**config.mk**
```make
export PLATFORM = sky130hd
export DESIGN_NAME = video_timing_gen
export DESIGN_NICKNAME = d
export VERILOG_FILES = /design/src/rtl/video_timing_pkg.sv /design/src/rtl/sync_2ff.sv /design/src/rtl/video_timing_gen.sv
export SDC_FILE = /design/constraint.sdc
export NUM_CORES = 1
export LEC_CHECK = 0
export CORE_ASPECT_RATIO = 0.5
export CORE_MARGIN = 5
export CORE_UTILIZATION = 35
export DETAILED_ROUTE_END_ITERATION = 10
export PLACE_DENSITY = 0.59
export RECOVER_POWER = 100
export SLEW_MARGIN = 20
export SYNTH_ARGS = -nofsm -noshare
export SYNTH_HDL_FRONTEND = slang
export SYNTH_SLANG_ARGS = --single-unit
```
**constraint.sdc**
```tcl
create_clock -name clk_vid -period 3.6 [get_ports clk_vid]
set_input_delay 0.54 -clock clk_vid [delete_from_list [all_inputs] [get_ports clk_vid]]
set_output_delay 0.54 -clock clk_vid [all_outputs]
set_load 0.01 [all_outputs]
```
**src/rtl/video_timing_pkg.sv**
```systemverilog
// ---------------------------------------------------------------------------
// video_timing_pkg
// Shared types and default timing for the Pocket video raster generator.
//   rgb_t        24-bit {R,G,B} pixel
//   state_t      raster controller states
//   DEF_*        default 560x409 raster at 13.745 MHz (60.01 Hz)
//   bar_colour   colour-bar lookup used by the optional test pattern
// ---------------------------------------------------------------------------
package video_timing_pkg;

    typedef logic [23:0] rgb_t;

    typedef enum logic [1:0] {
        WAIT_LOCK = 2'd0,
        SETTLE    = 2'd1,
        RUN       = 2'd2
    } state_t;

    localparam int DEF_H_ACTIVE      = 400;
    localparam int DEF_H_TOTAL       = 560;
    localparam int DEF_H_DE_START    = 80;
    localparam int DEF_H_HS_POS      = 3;
    localparam int DEF_V_ACTIVE      = 360;
    localparam int DEF_V_TOTAL       = 409;
    localparam int DEF_V_DE_START    = 24;
    localparam int DEF_SETTLE_CYCLES = 1024;

    localparam int H_CNT_W  = 10;
    localparam int V_CNT_W  = 9;
    localparam int PIX_W    = 9;
    localparam int SETTLE_W = 16;

    // Bar index bits map straight onto R, G, B fully on/off.
    function automatic rgb_t bar_colour(input logic [2:0] bar);
        return {{8{bar[2]}}, {8{bar[1]}}, {8{bar[0]}}};
    endfunction

endpackage

```
**src/rtl/sync_2ff.sv**
```systemverilog
// ---------------------------------------------------------------------------
// sync_2ff
// Two-flop synchronizer with asynchronous active-low reset.
// Used for the PLL lock flag and for synchronous deassertion of reset.
//   clk_i    destination clock
//   rst_n_i  asynchronous active-low reset (forces q_o to RST_VAL)
//   d_i      asynchronous input
//   q_o      synchronized output, 2-cycle latency
// ---------------------------------------------------------------------------
module sync_2ff #(
    parameter logic RST_VAL = 1'b0
) (
    input  logic clk_i,
    input  logic rst_n_i,
    input  logic d_i,
    output logic q_o
);

    logic meta_q;
    logic sync_q;

    always_ff @(posedge clk_i or negedge rst_n_i) begin
        if (!rst_n_i) begin
            meta_q <= RST_VAL;
            sync_q <= RST_VAL;
        end else begin
            meta_q <= d_i;
            sync_q <= meta_q;
        end
    end

    assign q_o = sync_q;

endmodule

```
**src/rtl/video_timing_gen.sv**
```systemverilog
// ---------------------------------------------------------------------------
// video_timing_gen
// Pixel-clock raster generator: waits for PLL lock, settles, then scans
// h/v counters, requests pixels one cycle early and registers returned RGB
// onto the scaler bus with DE/HS/VS aligned through a 3-stage pipe.
//
// Optional feature macro: VIDEO_TPG_EN (tpg_enable selects colour bars).
//
// Ports
//   clk_vid     in   video pixel clock
//   reset_n     in   async active-low reset (sync deassert internally)
//   pll_locked  in   PLL lock, asynchronous to clk_vid
//   rgb_in      in   pixel from reader, valid the cycle after pix_req
//   tpg_enable  in   test-pattern select (ignored without VIDEO_TPG_EN)
//   pix_req     out  pixel request for (pix_x, pix_y)
//   pix_x/y     out  requested column/row, held while pix_req is low
//   vid_de      out  data enable
//   vid_hs/vs   out  1-cycle sync pulses
//   vid_rgb     out  pixel, zero while vid_de is low
//   running     out  raster active
//
// state     | meaning
// WAIT_LOCK | idle, counters and outputs cleared, waiting for lock_s
// SETTLE    | lock seen, down-counting SETTLE_CYCLES before scanning
// RUN       | raster scanning
// ---------------------------------------------------------------------------
module video_timing_gen
    import video_timing_pkg::*;
#(
    parameter int H_ACTIVE      = DEF_H_ACTIVE,
    parameter int H_TOTAL       = DEF_H_TOTAL,
    parameter int H_DE_START    = DEF_H_DE_START,
    parameter int H_HS_POS      = DEF_H_HS_POS,
    parameter int V_ACTIVE      = DEF_V_ACTIVE,
    parameter int V_TOTAL       = DEF_V_TOTAL,
    parameter int V_DE_START    = DEF_V_DE_START,
    parameter int SETTLE_CYCLES = DEF_SETTLE_CYCLES
) (
    input  logic             clk_vid,
    input  logic             reset_n,
    input  logic             pll_locked,
    input  rgb_t             rgb_in,
    input  logic             tpg_enable,
    output logic             pix_req,
    output logic [PIX_W-1:0] pix_x,
    output logic [PIX_W-1:0] pix_y,
    output logic             vid_de,
    output logic             vid_hs,
    output logic             vid_vs,
    output rgb_t             vid_rgb,
    output logic             running
);

    logic rst_n_int;
    logic lock_s;

    sync_2ff #(.RST_VAL(1'b0)) u_rst_sync (
        .clk_i   (clk_vid),
        .rst_n_i (reset_n),
        .d_i     (1'b1),
        .q_o     (rst_n_int)
    );

    sync_2ff #(.RST_VAL(1'b0)) u_lock_sync (
        .clk_i   (clk_vid),
        .rst_n_i (rst_n_int),
        .d_i     (pll_locked),
        .q_o     (lock_s)
    );

    state_t               state_q, state_d;
    logic [SETTLE_W-1:0]  settle_q, settle_d;
    logic [H_CNT_W-1:0]   h_cnt_q, h_cnt_d;
    logic [V_CNT_W-1:0]   v_cnt_q, v_cnt_d;
    logic                 run_en;
    logic                 pix_vis;

    // Losing lock in RUN clears counters and pipe on the same edge the FSM
    // falls back to WAIT_LOCK.
    assign run_en  = (state_q == RUN) && lock_s;
    assign pix_vis = run_en
                   && (h_cnt_q >= H_CNT_W'(H_DE_START))
                   && (h_cnt_q <  H_CNT_W'(H_DE_START + H_ACTIVE))
                   && (v_cnt_q >= V_CNT_W'(V_DE_START))
                   && (v_cnt_q <  V_CNT_W'(V_DE_START + V_ACTIVE));

    always_ff @(posedge clk_vid or negedge rst_n_int) begin
        if (!rst_n_int) begin
            state_q  <= WAIT_LOCK;
            settle_q <= '0;
            h_cnt_q  <= '0;
            v_cnt_q  <= '0;
        end else begin
            state_q  <= state_d;
            settle_q <= settle_d;
            h_cnt_q  <= h_cnt_d;
            v_cnt_q  <= v_cnt_d;
        end
    end

    always_comb begin
        state_d  = state_q;
        settle_d = settle_q;
        h_cnt_d  = '0;
        v_cnt_d  = '0;
        case (state_q)
            WAIT_LOCK: begin
                if (lock_s) begin
                    state_d  = SETTLE;
                    settle_d = SETTLE_W'(SETTLE_CYCLES - 1);
                end
            end
            SETTLE: begin
                if (!lock_s) begin
                    state_d = WAIT_LOCK;
                end else if (settle_q == '0) begin
                    state_d = RUN;
                end else begin
                    settle_d = settle_q - 1'b1;
                end
            end
            RUN: begin
                if (!lock_s) begin
                    state_d = WAIT_LOCK;
                end
            end
            default: state_d = WAIT_LOCK;
        endcase

        if (run_en) begin
            if (h_cnt_q == H_CNT_W'(H_TOTAL - 1)) begin
                h_cnt_d = '0;
                v_cnt_d = (v_cnt_q == V_CNT_W'(V_TOTAL - 1)) ? '0 : v_cnt_q + 1'b1;
            end else begin
                h_cnt_d = h_cnt_q + 1'b1;
                v_cnt_d = v_cnt_q;
            end
        end
    end

    // Pipe: stage 1 = request (pix_req doubles as stage-1 DE), stage 2 =
    // reader turnaround, stage 3 = output register.
    logic             pix_req_q;
    logic [PIX_W-1:0] pix_x_q, pix_y_q;
    logic             hs1_q, vs1_q;
    logic             de2_q, hs2_q, vs2_q;
    logic             de3_q, hs3_q, vs3_q;
    rgb_t             rgb3_q;
    rgb_t             rgb_src;

`ifdef VIDEO_TPG_EN
    logic tpg2_q;
    rgb_t bar2_q;

    always_ff @(posedge clk_vid or negedge rst_n_int) begin
        if (!rst_n_int) begin
            tpg2_q <= 1'b0;
            bar2_q <= '0;
        end else if (!run_en) begin
            tpg2_q <= 1'b0;
            bar2_q <= '0;
        end else begin
            tpg2_q <= tpg_enable;
            bar2_q <= bar_colour(pix_x_q[8:6]);
        end
    end

    assign rgb_src = tpg2_q ? bar2_q : rgb_in;
`else
    // tpg_enable has no function in this build.
    logic unused_tpg;
    assign unused_tpg = tpg_enable;
    assign rgb_src    = rgb_in;
`endif

    always_ff @(posedge clk_vid or negedge rst_n_int) begin
        if (!rst_n_int) begin
            pix_req_q <= 1'b0;
            pix_x_q   <= '0;
            pix_y_q   <= '0;
            hs1_q     <= 1'b0;
            vs1_q     <= 1'b0;
            de2_q     <= 1'b0;
            hs2_q     <= 1'b0;
            vs2_q     <= 1'b0;
            de3_q     <= 1'b0;
            hs3_q     <= 1'b0;
            vs3_q     <= 1'b0;
            rgb3_q    <= '0;
        end else if (!run_en) begin
            pix_req_q <= 1'b0;
            pix_x_q   <= '0;
            pix_y_q   <= '0;
            hs1_q     <= 1'b0;
            vs1_q     <= 1'b0;
            de2_q     <= 1'b0;
            hs2_q     <= 1'b0;
            vs2_q     <= 1'b0;
            de3_q     <= 1'b0;
            hs3_q     <= 1'b0;
            vs3_q     <= 1'b0;
            rgb3_q    <= '0;
        end else begin
            pix_req_q <= pix_vis;
            if (pix_vis) begin
                pix_x_q <= PIX_W'(h_cnt_q - H_CNT_W'(H_DE_START));
                pix_y_q <= PIX_W'(v_cnt_q - V_CNT_W'(V_DE_START));
            end
            hs1_q  <= (h_cnt_q == H_CNT_W'(H_HS_POS));
            vs1_q  <= (h_cnt_q == '0) && (v_cnt_q == '0);
            de2_q  <= pix_req_q;
            hs2_q  <= hs1_q;
            vs2_q  <= vs1_q;
            de3_q  <= de2_q;
            hs3_q  <= hs2_q;
            vs3_q  <= vs2_q;
            rgb3_q <= de2_q ? rgb_src : '0;
        end
    end

    assign pix_req = pix_req_q;
    assign pix_x   = pix_x_q;
    assign pix_y   = pix_y_q;
    assign vid_de  = de3_q;
    assign vid_hs  = hs3_q;
    assign vid_vs  = vs3_q;
    assign vid_rgb = rgb3_q;
    assign running = (state_q == RUN);

endmodule

```
# After elaboration in Yosys (flattened, before gate mapping)
# Index checks and enable logic that the tools add are counted.
word_totals:
  ff_bits: 92
  latch_bits: 0
  mem_bits_rw: 0
  rom_bits: 0
  inputBits: 28
  output_inout_bits: 47
  elab_cells: 83
  n_memories: 0
classes:
  addsub: 5
  multipliers: 0
  div_mod_pow: 0
  n_lt_le_gt_ge: 4
  n_eq_ne: 12
  shifts: 0
  n_mux: 29
  n_bitwise: 0
  reduce_logical: 13
ops:
  columns: ["op", "count"]
  rows:
  - ["9-bit 2-to-1 mux", 7]
  - ["16-bit 2-to-1 mux", 3]
  - ["24-bit 2-to-1 mux", 2]
  - ["16-bit one-hot mux with 2 select lines", 1]
  - ["10-bit 2-to-1 mux", 2]
  - ["16-bit zero test", 1]
  - ["16-bit by 1-bit subtractor with 16-bit output, second input constant", 1]
  - ["10-bit by 1-bit adder with 10-bit output, second input constant", 1]
  - ["10-bit == test, second input constant", 1]
  - ["10-bit by 2-bit == test with 1-bit output, second input constant", 1]
  - ["10-bit by 7-bit >= comparator with 1-bit output, second input constant", 1]
  - ["10-bit zero test", 1]
  - ["10-bit by 9-bit less-than comparator with 1-bit output, second input constant", 1]
  - ["9-bit by 1-bit adder with 9-bit output, second input constant", 1]
  - ["9-bit == test, second input constant", 1]
  - ["9-bit by 5-bit >= comparator with 1-bit output, second input constant", 1]
  - ["9-bit zero test", 1]
  - ["9-bit less-than comparator, second input constant", 1]
  - ["1-bit 2-to-1 mux", 9]
  - ["9-bit by 5-bit subtractor with 9-bit output, second input constant", 1]
  - ["9-bit by 7-bit subtractor with 9-bit output, second input constant", 1]
  - ["2-bit 2-to-1 mux", 4]
  - ["2-bit by 1-bit != test with 1-bit output, second input constant", 4]
  - ["1-bit logical AND", 6]
  - ["other kinds (9)", 10]

# Logic depth before layout (Yosys ltp)
# Gate-level depths: netlist of the first run.
depth:
  depth_word: 8
  depth_mapped: 8
  depth_no_buf: 6

# By module
# Synthesis of the first run repeated with hierarchy kept, for this count alone.
unflattened:
  hier_cells: 390
  hier_area_um2: 4199.0
modules_own_cells:
  columns: ["module", "n_inst", "cells_per_inst", "area_per_inst_um2", "seq_area_each_um2"]
  rows:
  - ["video_timing_gen", 1, 386, 4098.9, 2202.1]
  - ["sync_2ff", 2, 2, 50.0, 50.0]

# Worst setup path after synthesis of the first run
# No wires, ideal clock.
synth_timing:
  path_type: "reg2reg"
  start: "reg h_cnt_q[5]"
  end: "reg pix_y_q[3], in the netlist pix_y[3]"
  setup_time_ns: 0.079
  arrival_ns: 1.760
  required_ns: 3.521
  path_slack_ns: 1.760
  path_stages_with_launch: 9
  n_path_buf: 2
  period_less_slack_ns: 1.840
  path_cell_list: "dfrtp_1 inv_1 ha_1 nor4bb_1 o21ai_0 a211oi_1 buf_4 buf_6 mux2i_1"
synth_between:
  elab_chain_cells: 6
  elab_cells_between_ends: 7
  cone_classes: "order compare: 2; eq/ne: 1; reduce/logical: 4"
synth_rtl:
  columns: ["item", "line", "source"]
  rows:
  - ["start: declaration", "video_timing_gen.sv:73", "logic [H_CNT_W-1:0] h_cnt_q, h_cnt_d;"]
  - ["start signal: assignment", "video_timing_gen.sv:96", "h_cnt_q <= h_cnt_d;"]
  - ["10-bit by 7-bit >= comparator with 1-bit output", "video_timing_gen.sv:82", "&& (h_cnt_q >= H_CNT_W'(H_DE_START))"]
  - ["1-bit logical AND", "video_timing_gen.sv:82", null]
  - ["1-bit logical AND *", "video_timing_gen.sv:83", "&& (h_cnt_q < H_CNT_W'(H_DE_START + H_ACTIVE))"]
  - ["1-bit logical AND *", "video_timing_gen.sv:84", "&& (v_cnt_q >= V_CNT_W'(V_DE_START))"]
  - ["1-bit logical AND *", "video_timing_gen.sv:85", "&& (v_cnt_q < V_CNT_W'(V_DE_START + V_ACTIVE));"]
  - ["2-bit by 1-bit != test with 1-bit output (no line) *", null, null]
  - ["end signal: assignment", "video_timing_gen.sv:207", "pix_y_q <= PIX_W'(v_cnt_q - V_CNT_W'(V_DE_START));"]
  - ["end: declaration", "video_timing_gen.sv:144", "logic [PIX_W-1:0] pix_x_q, pix_y_q;"]
# Mark *: on every way between the ends. The rest lies on a longest branch, timed or not.
# A chain may end at the register's enable or synchronous reset.

==> impl_metrics.json, run 1 <==
{
  "status": "finished with violations",
  "violations": "capacitance limit, slew limit",
  "gp_congestion": 0.808,
  "dpl_worst_slack_ns": 1.52,
  "critPathArrivalTime_ns": 2.75,
  "final_cells": 629,
  "clock_latency_ns": 0.34,
  "cp.buffers_inverters": 1,
  "cts_setup_buffers": 0,
  "cp_max_fo": 49,
  "synth_async_sr_flop_share": 1.00,
  "grt_pass1_wl_um": 15800,
  "drt_iter0_drc": 128,
  "fin_skew_ns": 0.00855,
  "rsz0062_at_grt": "no",
  "cp_top_family": "flip-flops",
  "synth_edf_count": 0,
  "via_count": 3068,
  "wl_per_cell_um": 14.9,
  "endpoint_kind": "async pin",
  "postRouteAntennaNets": 0,
  "drt_wl_total_um": 9350,
  "coreArea_um2": 11900,
  "nets": 498,
  "grt_pass1_vias": 3109,
  "critPathRequiredTime_ns": 4.04,
  "numCtsBuffers": 9,
  "timing.final.ws_setup_ns": 1.29,
  "synth-seq-area-share": 0.540,
  "cts_root_buf": "clkbuf_16",
  "place_hpwl_um": 6540,
  "final_layout_size_suffix_gt1_frac": 0.0625,
  "syn-cell-area_um2": 4270,
  "die_area_um2": 14600,
  "ff2ff_path_depth": 1,
  "yosysMostFrequentCell": "dfrtp_1",
  "cts_buffer_depth": 2,
  "synth_commonest_cells": "92 x dfrtp_1, 32 x nand2_1, 28 x and3_1",
  "synth_top_area_cell": "dfrtp_1",
  "worstMarginPinSlew_ns": 2.02,
  "start_util": 0.359,
  "drtPass1Iterations": 6,
  "cts_sinks": 92,
  "post_cts_resized": 0,
  "cellPowerDensity_nw_per_um2": 383,
  "min_period_ns": 2.31,
  "hp-class": "register to register",
  "dp.cells": 613,
  "hp-start": "u_rst_sync.meta_q",
  "area_growth_pct": 27.1,
  "postSynthCellCount": 394,
  "fillers": 1114,
  "cts_max_level": 3,
  "ys.flop_type": "dfrtp_1",
  "port_buffers": 73,
  "slowest_delay_ns": 1.70,
  "antenna_found_initial": 0,
  "cp_cell_sequence": "buf_4",
  "synthDistinctLibCells": 52,
  "grt_use_total": 0.134,
  "syn_area_per_cell_um2": 10.8,
  "p_leak_nw": 2.52,
  "rows": 28,
  "worstHoldPathCells": 0,
  "critPathLaunchType": "register",
  "cpMaxStageDelayCell": "dfrtp_1",
  "crit_cells": 1,
  "slew_headroom": -0.346,
  "finalHoldViolations": 0,
  "reg2reg_from": "u_rst_sync.q_o",
  "p_total_mw": 2.08,
  "post_synth_main_area_contributors": "dfrtp_1 54%, mux2i_1 6.3%, and3_1 4.1%, ha_1 3.2%, nand2_1 2.8%",
  "ir_drop_mv": 0.202,
  "overflow": 0,
  "crit_path_start": "u_rst_sync.q_o",
  "setup_viol": 0,
  "synth_nets": 433,
  "fin_tns_setup_ns": 0,
  "grt_max_degree": 50,
  "fin_crit_sh": 0.642,
  "crit_type": "register to async pin",
  "cap_violations": 1,
  "viasPerCell": 4.88,
  "ctsHoldBuffers": 0,
  "cts_tree": "built",
  "synth.yosys.warnings": 0,
  "insertedDiodeCount": 0,
  "synth_top_area_frac": 0.540,
  "die_h_um": 88.1,
  "fp.dieW_um": 166,
  "clkTransAtPathRegs_ns": 0.06,
  "fmax_ghz": 0.433,
  "slew_violations": 50,
  "pin_count": 75,
  "drc": 0,
  "synth_seq_cells": 92
}
[flip-flops by register name (all words and copies together) (netlist names), 2 cells and up]
signal and flops:
h_cnt_q 10, pix_x 9, pix_y 9, settle_q 16
state_q 2, v_cnt_q 9, vid_rgb 24
[metal layers]
layer,vias up,wire [um],track usage
met5,-,0,0
met4,0,57,0.0337
met3,6,184,0.0338
met2,23,4760,0.234
met1,1537,4340,0.170
li1,1502,-,-
[metrics by stage]
step	cell area (um2)	hold WS (ns)	util
after detailed placement	5140	0.339	0.432
after global placement	5140	0.337	0.432
after floorplan	4270	0.244	-
after global routing	5420	0.366	0.457
after CTS	5440	0.353	0.458
final	5420	0.350	0.457
[cells by family (layout without fill, tap and decap cells)]
family / Yosys count / in the layout / share of synthesized area
AO/OA/AOI/OAI: 45 / 45 / 0.0707
XOR/XNOR: 16 / 16 / 0.0329
adder cells (fa/ha/maj): 11 / 11 / 0.0323
buffers and inverters: 41 / 111 / 0.0414
flip-flops: 92 / 92 / 0.540
multiplexers: 27 / 27 / 0.0634
other: 1 / 1 / 0.000879
AND/OR/NAND/NOR: 161 / 161 / 0.219
[final timing paths]
check | end | slack [ns]
max | pix_y[2] | 1.29
min | u_rst_sync.q_o | 0.35
max reg2reg | pix_y[2] | 1.29
min reg2reg | u_rst_sync.q_o | 0.35
max in group clk_vid | running | 1.38
min in group asynchronous | u_rst_sync.meta_q | 0.43
[power breakdown]
part	leakage (nW)	internal [mW]	switching, mW
combinational	1.15	0.0370	0.0278
clock	0.149	0.556	0.392
sequential	1.23	1.04	0.0232
[layout make-up]
| cell class | count | area [um2] | share of cell area |
|---|---|---|---|
| clock inverters | 6 | 61.3 | 0.0113 |
| inverters | 19 | 71.3 | 0.0132 |
| clock buffers | 10 | 239 | 0.0441 |
| well taps | 165 | 206 | 0.0381 |
| multi-input cells | 261 | 1790 | 0.330 |
| flip-flops and latches | 92 | 2300 | 0.425 |
| repair buffers | 76 | 753 | 0.139 |
[cell usage in the layout, fill, tap and decap left out, drive strengths merged, types with 4 or more instances in the layout]
| master | synthesis | routed |
|---|---|---|
| dfrtp | 92 | 92 |
| nand4 | 8 | 8 |
| xor2 | 5 | 5 |
| and3 | 28 | 28 |
| o21ai | 13 | 13 |
| nor4 | 7 | 7 |
| a21oi | 7 | 7 |
| clkdlybuf4s50 | 0 | 24 |
| clkbuf | 15 | 10 |
| nor2 | 25 | 25 |
| ha | 11 | 11 |
| nand2 | 32 | 32 |
| mux2i | 27 | 27 |
| a211oi | 4 | 4 |
| xnor2 | 11 | 11 |
| and4 | 4 | 4 |
| and2 | 14 | 14 |
| nand2b | 4 | 4 |
| dlygate4sd3 | 0 | 49 |
| nor2b | 6 | 6 |
| inv | 19 | 20 |
| nor3 | 10 | 10 |
| nand3 | 7 | 7 |
(Power assumes the default switching activity.)
==> inputs of run 2 (changes only) <==
PLACE_DENSITY = 0.61   (was 0.59)
clock period = 2.1 ns   (was 3.6 ns; I/O delays follow)
==> impl_metrics.json, run 2 (synthesis gave the netlist of run 1 again) <==
{
  "pin_count": 75,
  "cap_violations": 0,
  "combPwrFrac": 0.035,
  "overflow": 0,
  "reg2reg_from": "settle_q[0]",
  "p_leak_nw": 2.57,
  "slew_violations": 0,
  "slew_headroom": 0.200,
  "port_buffers": 73,
  "gp_congestion": 0.780,
  "power_frac_clock": 0.457,
  "antenna_found_initial": 0,
  "most-common-layout-cells": "92 x dfrtp_1, 48 x dlygate4sd3_1, 32 x nand2_1",
  "fin_tns_setup_ns": 0,
  "clkTransAtPathRegs_ns": 0.06,
  "critPathLaunchType": "register",
  "switchingPower_uw": 733,
  "final_common_cell": "dfrtp_1",
  "endpoint_kind": "output pin",
  "cts_root_buf": "clkbuf_16",
  "fmax_ghz": 0.510,
  "finalHoldViolations": 0,
  "viasPerCell": 4.86,
  "fp.dieW_um": 166,
  "wl_per_cell_um": 14.6,
  "area_growth_pct": 29.3,
  "die_h_um": 88.1,
  "via_count": 3112,
  "critPathRequiredTime_ns": 1.78,
  "postRouteAntennaNets": 0,
  "cts_max_level": 3,
  "grt_use_total": 0.135,
  "fin_skew_ns": 0.00576,
  "largest_reg_flops": 24,
  "status": "finished clean",
  "cellPowerDensity_nw_per_um2": 649,
  "final_layout_size_suffix_gt1_frac": 0.0800,
  "ctsHoldBuffers": 0,
  "die_area_um2": 14600,
  "rsz0062_at_grt": "no",
  "drt_iter0_drc": 162,
  "r2r-end": "settle_q[8]",
  "coreArea_um2": 11900,
  "drt_wl_total_um": 9360,
  "cts_tree": "built",
  "drtPass1Iterations": 4,
  "crit_type": "register to output pin",
  "ir_drop_mv": 0.347,
  "post_cts_resized": 0,
  "grt_max_degree": 50,
  "grt_pass1_wl_um": 16000,
  "cts_sinks": 92,
  "cts_buffer_depth": 2,
  "drc": 0,
  "setup_viol": 0,
  "fillers": 1099,
  "regToRegSetupSlack_ns": 0.14,
  "nets": 509,
  "rows": 28,
  "critPathArrivalTime_ns": 1.64,
  "seq_power_share": 0.508,
  "clock_latency_ns": 0.33,
  "min_period_ns": 1.96,
  "grt_pass1_vias": 3118,
  "internal-power_mw": 2.85,
  "place_hpwl_um": 6740,
  "insertedDiodeCount": 0,
  "swShare": 0.205,
  "hp-class": "primary input to async pin",
  "ff2ff_path_depth": 6,
  "fin_crit_sh": 0.933,
  "start_util": 0.359,
  "fin_util": 0.464,
  "cts_setup_buffers": 0,
  "numCtsBuffers": 9,
  "worstMarginPinSlew_ns": 1.20,
  "cp_max_fo": 10
}
## run 2: per-layer routing
metal  vias to the layer above  global-route usage  wire length (um)
met3                        10              0.0352               210
li1                       1521                   -                 -
met4                         0              0.0359               106
met2                        25               0.234              4830
met5                         -                   0                 0
met1                      1556               0.172              4220
## run 2: worst max-delay path, cell delays in order, from the launching register on
cell	delay, ns
dfrtp_1	0.38
clkbuf_4	0.18
nor2b_1	0.18
clkdlybuf4s50_1	0.57
## run 2: how the worst max path moves through the flow
stage / from / to
after floorplan: h_cnt_q[5] / pix_y[3]
after global placement: v_cnt_q[0] / v_cnt_q[6]
after detailed placement: v_cnt_q[0] / v_cnt_q[5]
after CTS: state_q[0] / running
after global routing: h_cnt_q[0] / h_cnt_q[5]
final: state_q[0] / running
## run 2: power groups by stage
| stage | clock network, mW | logic [mW] | registers (mW) |
|---|---|---|---|
| global route | 1.76 | 0.143 | 1.82 |
| CTS | 1.69 | 0.134 | 1.82 |
| detailed placement | 0 | 0.133 | 1.85 |
| global placement | 0 | 0.131 | 1.85 |
| floorplan | 0 | 0.0429 | 1.86 |
| finish | 1.64 | 0.125 | 1.82 |
## run 2: cell type report
| type | instances | area, um2 | share of cell area |
|---|---|---|---|
| clock buffers | 13 | 260 | 0.0472 |
| clock inverters | 3 | 43.8 | 0.00794 |
| inverters | 19 | 71.3 | 0.0129 |
| multi-input cells | 261 | 1800 | 0.326 |
| flip-flops and latches | 92 | 2300 | 0.417 |
| well taps | 165 | 206 | 0.0374 |
| repair buffers | 87 | 833 | 0.151 |
## run 2: through the flow
stage	power [mW]	std cells	setup slack, ns	area, um2	hold slack, ns
4_1_cts	3.65	640	0.130	5550	0.123
5_1_grt	3.72	640	0.0215	5520	0.199
2_1_floorplan	1.90	394	0.260	4270	0.0194
3_3_place_gp	1.98	624	0.190	5240	0.289
6_report	3.58	640	0.140	5520	0.204
3_5_place_dp	1.99	624	0.155	5240	0.288
